File: src/rtl/count_tracker.sv
// -----------------------------------------------------------------------------
// count_tracker
// Receive-side monitor for a free-running up/down counter. It samples the
// observed count, locks onto the stepping direction, predicts every next
// value and flags each deviation. Wraps and errors are tallied in saturating
// counters.
//
// Parameters
//   WIDTH      : width of the observed count
//   MISS_LIMIT : consecutive mispredicted samples that drop lock (>= 1)
//   CNT_W      : width of the saturating wrap/error counters
//
// Ports
//   clock        : rising-edge clock
//   rst          : synchronous, active-high reset
//   sample_valid : sample is valid this cycle
//   sample       : observed count value
//   clear_cnt    : synchronous clear of wrap_count and err_count
//   locked       : tracker is in the LOCKED state
//   dir          : inferred direction, 0 = up (+1), 1 = down (-1)
//   wrap         : one-cycle pulse on a correctly predicted wrap-around
//   err          : one-cycle pulse on a mispredicted sample while locked
//   wrap_count   : saturating count of wraps
//   err_count    : saturating count of errors
// All outputs are registered; latency from a valid sample is one cycle.
// -----------------------------------------------------------------------------
module count_tracker #(
  parameter int WIDTH      = 6,
  parameter int MISS_LIMIT = 2,
  parameter int CNT_W      = 8
) (
  input  logic             clock,
  input  logic             rst,
  input  logic             sample_valid,
  input  logic [WIDTH-1:0] sample,
  input  logic             clear_cnt,
  output logic             locked,
  output logic             dir,
  output logic             wrap,
  output logic             err,
  output logic [CNT_W-1:0] wrap_count,
  output logic [CNT_W-1:0] err_count
);

  localparam int MISS_W = (MISS_LIMIT < 1) ? 1 : $clog2(MISS_LIMIT + 1);

  localparam logic [MISS_W-1:0] MISS_MAX  = MISS_W'(MISS_LIMIT);
  localparam logic [MISS_W-1:0] MISS_ONE  = MISS_W'(1);
  localparam logic [MISS_W-1:0] MISS_ZERO = '0;
  localparam logic [WIDTH-1:0]  VAL_ONES  = {WIDTH{1'b1}};
  localparam logic [WIDTH-1:0]  VAL_ZERO  = {WIDTH{1'b0}};
  localparam logic [WIDTH-1:0]  VAL_ONE   = WIDTH'(1);
  localparam logic [CNT_W-1:0]  CNT_MAX   = {CNT_W{1'b1}};
  localparam logic [CNT_W-1:0]  CNT_ZERO  = {CNT_W{1'b0}};
  localparam logic [CNT_W-1:0]  CNT_ONE   = CNT_W'(1);

  typedef enum logic [1:0] {
    ST_UNLOCKED = 2'd0,
    ST_ACQUIRE  = 2'd1,
    ST_LOCKED   = 2'd2
  } state_t;

  state_t             state_q, state_d;
  logic [WIDTH-1:0]   prev_q, prev_d;
  logic [MISS_W-1:0]  miss_q, miss_d;
  logic               locked_q, locked_d;
  logic               dir_q, dir_d;
  logic               wrap_q, wrap_d;
  logic               err_q, err_d;
  logic [CNT_W-1:0]   wrap_cnt_q, wrap_cnt_d;
  logic [CNT_W-1:0]   err_cnt_q, err_cnt_d;

  logic [WIDTH-1:0]   exp_s;
  logic [WIDTH-1:0]   diff_s;
  logic [MISS_W-1:0]  miss_inc_s;
  logic               wrap_inc_s;
  logic               err_inc_s;

  // Saturating increment shared by both event counters.
  function automatic logic [CNT_W-1:0] sat_inc(input logic [CNT_W-1:0] v);
    if (v == CNT_MAX) begin
      sat_inc = v;
    end else begin
      sat_inc = v + CNT_ONE;
    end
  endfunction

  // Prediction, step difference and next-state decode.
  always_comb begin
    state_d    = state_q;
    prev_d     = prev_q;
    miss_d     = miss_q;
    locked_d   = locked_q;
    dir_d      = dir_q;
    wrap_d     = 1'b0;
    err_d      = 1'b0;
    wrap_inc_s = 1'b0;
    err_inc_s  = 1'b0;

    // All arithmetic wraps modulo 2^WIDTH by construction of the widths.
    exp_s      = dir_q ? (prev_q - VAL_ONE) : (prev_q + VAL_ONE);
    diff_s     = sample - prev_q;
    miss_inc_s = miss_q + MISS_ONE;

    if (sample_valid) begin
      case (state_q)
        ST_UNLOCKED: begin
          prev_d  = sample;
          state_d = ST_ACQUIRE;
        end
        ST_ACQUIRE: begin
          prev_d = sample;
          if (diff_s == VAL_ONE) begin
            dir_d    = 1'b0;
            miss_d   = MISS_ZERO;
            locked_d = 1'b1;
            state_d  = ST_LOCKED;
          end else if (diff_s == VAL_ONES) begin
            dir_d    = 1'b1;
            miss_d   = MISS_ZERO;
            locked_d = 1'b1;
            state_d  = ST_LOCKED;
          end else begin
            // Not a unit step: keep re-seeding silently.
            state_d = ST_ACQUIRE;
          end
        end
        ST_LOCKED: begin
          if (sample == exp_s) begin
            prev_d = sample;
            miss_d = MISS_ZERO;
            if ((!dir_q && (prev_q == VAL_ONES)) || (dir_q && (prev_q == VAL_ZERO))) begin
              wrap_d     = 1'b1;
              wrap_inc_s = 1'b1;
            end else begin
              wrap_d     = 1'b0;
            end
          end else begin
            err_d     = 1'b1;
            err_inc_s = 1'b1;
            if (miss_inc_s >= MISS_MAX) begin
              // Too many consecutive misses: reseed from the sample.
              prev_d   = sample;
              miss_d   = MISS_ZERO;
              locked_d = 1'b0;
              state_d  = ST_ACQUIRE;
            end else begin
              // Free-run the prediction so one glitch costs one error.
              prev_d = exp_s;
              miss_d = miss_inc_s;
            end
          end
        end
        default: begin
          state_d  = ST_UNLOCKED;
          locked_d = 1'b0;
          prev_d   = VAL_ZERO;
          miss_d   = MISS_ZERO;
        end
      endcase
    end else begin
      state_d = state_q;
    end

    // Clear wins over a coincident increment.
    if (clear_cnt) begin
      wrap_cnt_d = CNT_ZERO;
      err_cnt_d  = CNT_ZERO;
    end else begin
      wrap_cnt_d = wrap_inc_s ? sat_inc(wrap_cnt_q) : wrap_cnt_q;
      err_cnt_d  = err_inc_s  ? sat_inc(err_cnt_q)  : err_cnt_q;
    end
  end

  // State and output registers with synchronous reset.
  always_ff @(posedge clock) begin
    if (rst) begin
      state_q    <= ST_UNLOCKED;
      prev_q     <= VAL_ZERO;
      miss_q     <= MISS_ZERO;
      locked_q   <= 1'b0;
      dir_q      <= 1'b0;
      wrap_q     <= 1'b0;
      err_q      <= 1'b0;
      wrap_cnt_q <= CNT_ZERO;
      err_cnt_q  <= CNT_ZERO;
    end else begin
      state_q    <= state_d;
      prev_q     <= prev_d;
      miss_q     <= miss_d;
      locked_q   <= locked_d;
      dir_q      <= dir_d;
      wrap_q     <= wrap_d;
      err_q      <= err_d;
      wrap_cnt_q <= wrap_cnt_d;
      err_cnt_q  <= err_cnt_d;
    end
  end

  assign locked     = locked_q;
  assign dir        = dir_q;
  assign wrap       = wrap_q;
  assign err        = err_q;
  assign wrap_count = wrap_cnt_q;
  assign err_count  = err_cnt_q;

endmodule

File: config.mk
export PLATFORM = sky130hd
export DESIGN_NAME = count_tracker
export DESIGN_NICKNAME = d
export VERILOG_FILES = /design/src/rtl/count_tracker.sv
export SDC_FILE = /design/constraint.sdc
export NUM_CORES = 1
export LEC_CHECK = 0
export BUFFER_PORTS_ARGS = -buffer_cell sky130_fd_sc_hd__buf_4
export CORE_ASPECT_RATIO = 0.7
export CORE_MARGIN = 1
export CORE_UTILIZATION = 35
export CTS_CLUSTER_DIAMETER = 150
export DETAILED_ROUTE_END_ITERATION = 6
export GPL_TIMING_DRIVEN = 0
export PLACE_DENSITY_LB_ADDON = 0.25
export SKIP_LAST_GASP = 1
export SYNTH_ARGS = -nofsm -noshare
export SYNTH_HDL_FRONTEND = slang
export SYNTH_SLANG_ARGS = --single-unit
File: constraint.sdc
create_clock -name clock -period 3.5 [get_ports clock]
set_clock_uncertainty 0.1 [all_clocks]
set_input_delay 0.525 -clock clock [delete_from_list [all_inputs] [get_ports clock]]
set_output_delay 0.525 -clock clock [all_outputs]
set_load 0.1 [all_outputs]
**After elaboration in Yosys (flattened, before gate mapping)**

Cells that the tools add are included.

- Bits of input ports: 10
- Output and inout bits: 20
- Flip-flop bits (word level): 30

- Order comparisons: 1
- Multiplexer cells: 27
- Bitwise logic cells: 3
- Reductions and logical operators: 15
- Add/sub/neg operators: 6
- Equal/unequal tests: 11

Operator list:

| cell | number |
|---|---|
| 6-bit two-way mux | 3 |
| 8-bit by 1-bit adder with 8-bit output, second input constant | 2 |
| 8-bit equality test, second input constant | 2 |
| 2-bit two-way mux | 8 |
| 6-bit equality test, second input constant | 2 |
| 1-bit two-way mux | 12 |
| 2-bit case mux with 3 select lines | 2 |
| 6-bit case mux with 2 select lines | 1 |
| 3-bit AND reduction | 3 |
| 6-bit by 1-bit adder with 6-bit output, second input constant | 1 |
| 6-bit by 1-bit equality test with 1-bit output, second input constant | 1 |
| 6-bit equality test | 1 |
| 6-bit logical NOT | 1 |
| 6-bit by 1-bit subtractor with 6-bit output, second input constant | 1 |
| 6-bit subtractor | 1 |
| 5-bit AND reduction | 1 |
| 2-bit inequality test, second input constant | 2 |
| 2-bit AND reduction | 2 |
| 2-bit OR reduction | 2 |
| 3-bit inequality test, second input constant | 1 |
| 1-bit inverter | 3 |
| 1-bit case mux with 3 select lines | 1 |
| 2-bit by 1-bit adder with 2-bit output, second input constant | 1 |
| 2-bit by 1-bit equality test with 1-bit output, second input constant | 1 |
| other kinds (7) | 8 |

**Depth between registers and ports, before layout**

- Word-level depth: 8
- Mapped depth: 11

**Worst setup path after synthesis**

Ideal clock, no wire load.

- Path type: reg2reg
- From: register dir_q (netlist: dir)
- To: register prev_q[2]
- Arrival time: 3314 ps
- Library setup time: 122 ps
- Data required time: 3278 ps
- Stages on the path, launching flop included: 10
- Path slack: -35 ps
- Buffers on the path: 0
- Path through: dfxtp_1 -> inv_1 -> fa_1 -> xor2_1 -> xnor2_1 -> or3_4 -> nor3_4 -> nand2_1 -> and3_4 -> a221o_1

- Cells in the longest elaborated chain, start to end: 4

RTL lines:

| element | RTL line | source |
|---|---|---|
| start, declared | 67 | `logic dir_q, dir_d;` |
| start signal, assigned | 192 | `dir_q <= dir_d;` |
| 6-bit two-way mux (*) | 101 | `exp_s = dir_q ? (prev_q - VAL_ONE) : (prev_q + VAL_ONE);` |
| 6-bit equality test or 6-bit two-way mux (tied branches) | 129, 141 |  |
| 6-bit two-way mux (*) | 129 | `if (sample == exp_s) begin` |
| 6-bit case mux with 2 select lines (*) | 106 | `case (state_q)` |
| end signal, assigned | 189 | `prev_q <= prev_d;` |
| end, declared | 64 | `logic [WIDTH-1:0] prev_q, prev_d;` |

Mark *: on every way between the ends. The rest lies on a longest branch, timed or not.
A chain may end at the register's enable or synchronous reset.

**Final worst setup path**

Ends and elaborated chain as after synthesis.

==> reports/metrics.yaml <==
status:
  status: "complete, no violations"
yosys:
  avgSynthCellArea_um2: 8.285
  synth_top_area_cell: "dfxtp_1"
  synth-seq-cells: 30
  async_reset_ff_frac: 0
  synth-edff-count: 0
  yosys_warnings: 0
  netlist_instances: 259
  ys_top_cells_by_area: "dfxtp_1 (28%), ha_1 (7.0%), nor2_1 (4.7%)"
  synth_area_um2: 2146
  synth.top_cell.area_share: 0.2799
  synth_nets: 283
  synth_cell_type_count: 57
  synth_flop_cell: "dfxtp_1"
  yosysSeqAreaShare: 0.2799
die:
  die_w_um: 95.59
  rows: 23
  start_util: 0.3691
  ios: 30
  dieHeight_um: 67.51
  design.core.area_um2: 5813
  design.die.area_um2: 6453
pwr:
  swShare: 0.2632
  power.density_nw_per_um2: 341.5
  seq_power_share: 0.407
  p_leak_nw: 1.040
  pwr-share-clk: 0.411
  internal-power_uw: 647.0
  p_comb_frac: 0.182
  irDropWorstVdd_mv: 0.1511
  p_switching_uw: 231.1
setup_path:
  r2r_slack_ps: 500
  cp_data_arrival_time_ps: 3060
  start_kind: "flop"
  startpoint: "dir$_SDFFE_PP0P_"
  worstSetupEndpoint: "prev_q[2]$_SDFFE_PP0P_"
  r2r_cells: 9
  path_class: "flop to flop"
  r2r-end: "prev_q[2]$_SDFFE_PP0P_"
  critPathRequiredTime_ps: 3560
  cp-end-kind: "flop"
  r2r-start: "dir$_SDFFE_PP0P_"
  crit_path_max_fanout: 10
cells_and_area:
  instances_no_fill: 370
  finalInstanceArea_um2: 2571
  post-route-util: 0.4423
  layout-drive-gt1-share: 0.2034
  diodes: 0
  final_cell_mix: "dfxtp_1 (29), buf_4 (29), nor2_1 (27), nand2_1 (23), inv_1 (14)"
  area_growth_pct: 19.83
  layout.nets: 319
routing:
  drtIter0Drc: 100
  drc: 0
  drt-vias-per-instance: 5.438
  wire_per_inst_um: 14.44
  first_pass_iters: 4
  via_count: 2012
  wirelength_um: 5341
  drtAntennaViolNets: 0
placed_design:
  place_area_um2: 2459
  dp_hpwl_um: 4111
  portBuffers: 29
  place_inst: 363
  place_congestion: 0.8462
global_routing:
  grt_pass1_wl_um: 8590
  grt-ovfl-total: 0
  grt_pass1_vias: 1716
  grtUsageTotal: 0.1773
  antenna_found_initial: 0
  grt_max_degree: 11
clocking:
  cts_sinks: 30
  clockBufferDepth: 2
  cts_resized: 0
  clk_pin_slew_ps: 70
  cts_setup_buffers: 0
  cts_root_buffer: "clkbuf_8"
  cts_hold_buf: 0
  cts_tree: "done"
  cts.htree.levels: 2
  tritoncts.num_buffers: 5
  insertion_delay_ps: 290
timing:
  period_share: 0.8560
  fin_crit_ps: 2996
  rsz0062_at_grt: "false"
  max_freq_ghz: 0.3338
  tns_ps: 0
  final_hold_viol_count: 0
  drv_slew: 0
  tightest_slew_ps: 596.8
  setup_violations: 0
  relSlewSlack: 0.6021
worst_hold_path:
  holdCritPathClass: "flop to flop"
  whs_path_depth: 2
job:
  maxCapViolCount: 0
==> layer usage <==
metal / track usage / routed length [µm] / up-vias
met5: 0 / 0 / -
li1: - / - / 1013
met1: 0.2714 / 2817 / 935
met3: 0.03941 / 326 / 8
met2: 0.2455 / 2147 / 56
met4: 0.04478 / 51 / 0
==> area by class of cell <==
type / count / area, µm²
sequential: 30 / 601.8
buffer: 11 / 50.05
tap: 75 / 93.84
clock buffer: 6 / 82.58
fill: 590 / 3242
timing repair buffer: 29 / 217.7
clock inverter: 1 / 30.03
multi-input combinational: 204 / 1443
inverter: 14 / 52.55
==> critical path, cell delays in order, from the launching register on <==
cell     delay [ps]
dfxtp_2         460
inv_1           120
fa_1            460
xor2_1          240
xnor2_1         100
or3_4           390
nor3_4          280
nand2_1         200
and3_4          210
a221o_1         310
==> sequential cells by signal, indices dropped and copies added, names as in the netlist <==
name and count:
dir 1, err 1, err_count 8, locked 1, miss_q 2, prev_q 6
state_q 2, wrap 1, wrap_count 8
==> synthesized netlist by cell type, types with 2 or more instances <==
cell type and number:
a2bb2oi_1 2, nand4b_1 2, o211ai_1 3, xnor2_1 9
o21bai_1 2, and2_2 2, nand4_1 4, clkbuf_1 9
a21oi_1 12, a221o_1 2, ha_1 12, nor2_1 27
nand2b_1 3, or3_1 5, xor2_1 4, nor3b_1 2
o21ai_0 9, and2_1 3, a211oi_2 2, a21o_1 2
nand3_1 8, o22ai_1 4, nor2b_1 2, mux2i_1 7
fa_1 2, or2_2 2, nor4_1 3, xnor3_1 2
a31o_2 6, a22oi_1 2, dfxtp_1 30, o221ai_1 2
nand2_1 23, and3_1 6, nor3_1 7, inv_1 14
or4_1 3
==> per-stage QoR <==
stage	hold slack, ps	total power [mW]	setup slack (ps)
after global routing	401.6	0.9153	351.7
after CTS	356.4	0.8783	512.4
after detailed placement	346.3	0.5235	503.6
final	352.5	0.8781	504.2
after floorplan	326.7	0.4832	392.0
after global placement	342.4	0.5217	519.2
==> cells by family (layout without fill, tap and decap cells) <==
kind of cell               count (synthesis)  count (layout)  synth area share
xor gates and xnor gates                  16              16           0.08513
DFF                                       30              30            0.2799
adders and majority gates                 14              14           0.08863
AOI/OAI and AO/OA                         60              60            0.2012
and+or+nand+nor                          107             107            0.2647
buffers and inverters                     25              61           0.04781
muxes                                      7               7           0.03265
==> power groups by stage <==
| stage | Sequential [mW] | Clock, mW | Combinational (mW) |
|---|---|---|---|
| after global placement | 0.365 | 0 | 0.156 |
| after global routing | 0.359 | 0.380 | 0.177 |
| final | 0.358 | 0.361 | 0.160 |
| after floorplan | 0.365 | 0 | 0.118 |
| after CTS | 0.358 | 0.362 | 0.159 |
| after detailed placement | 0.365 | 0 | 0.158 |
==> how the worst min path moves through the flow <==
stage	slack, ps	startpoint	endpoint
2_1_floorplan	330	miss_q[1]$_SDFFE_PP0P_	miss_q[1]$_SDFFE_PP0P_
3_3_place_gp	340	miss_q[1]$_SDFFE_PP0P_	miss_q[1]$_SDFFE_PP0P_
3_5_place_dp	350	miss_q[1]$_SDFFE_PP0P_	miss_q[1]$_SDFFE_PP0P_
4_1_cts	360	miss_q[1]$_SDFFE_PP0P_	miss_q[1]$_SDFFE_PP0P_
5_1_grt	400	miss_q[1]$_SDFFE_PP0P_	miss_q[1]$_SDFFE_PP0P_
6_report	350	miss_q[1]$_SDFFE_PP0P_	miss_q[1]$_SDFFE_PP0P_
Power figures use the tool's default switching activity.
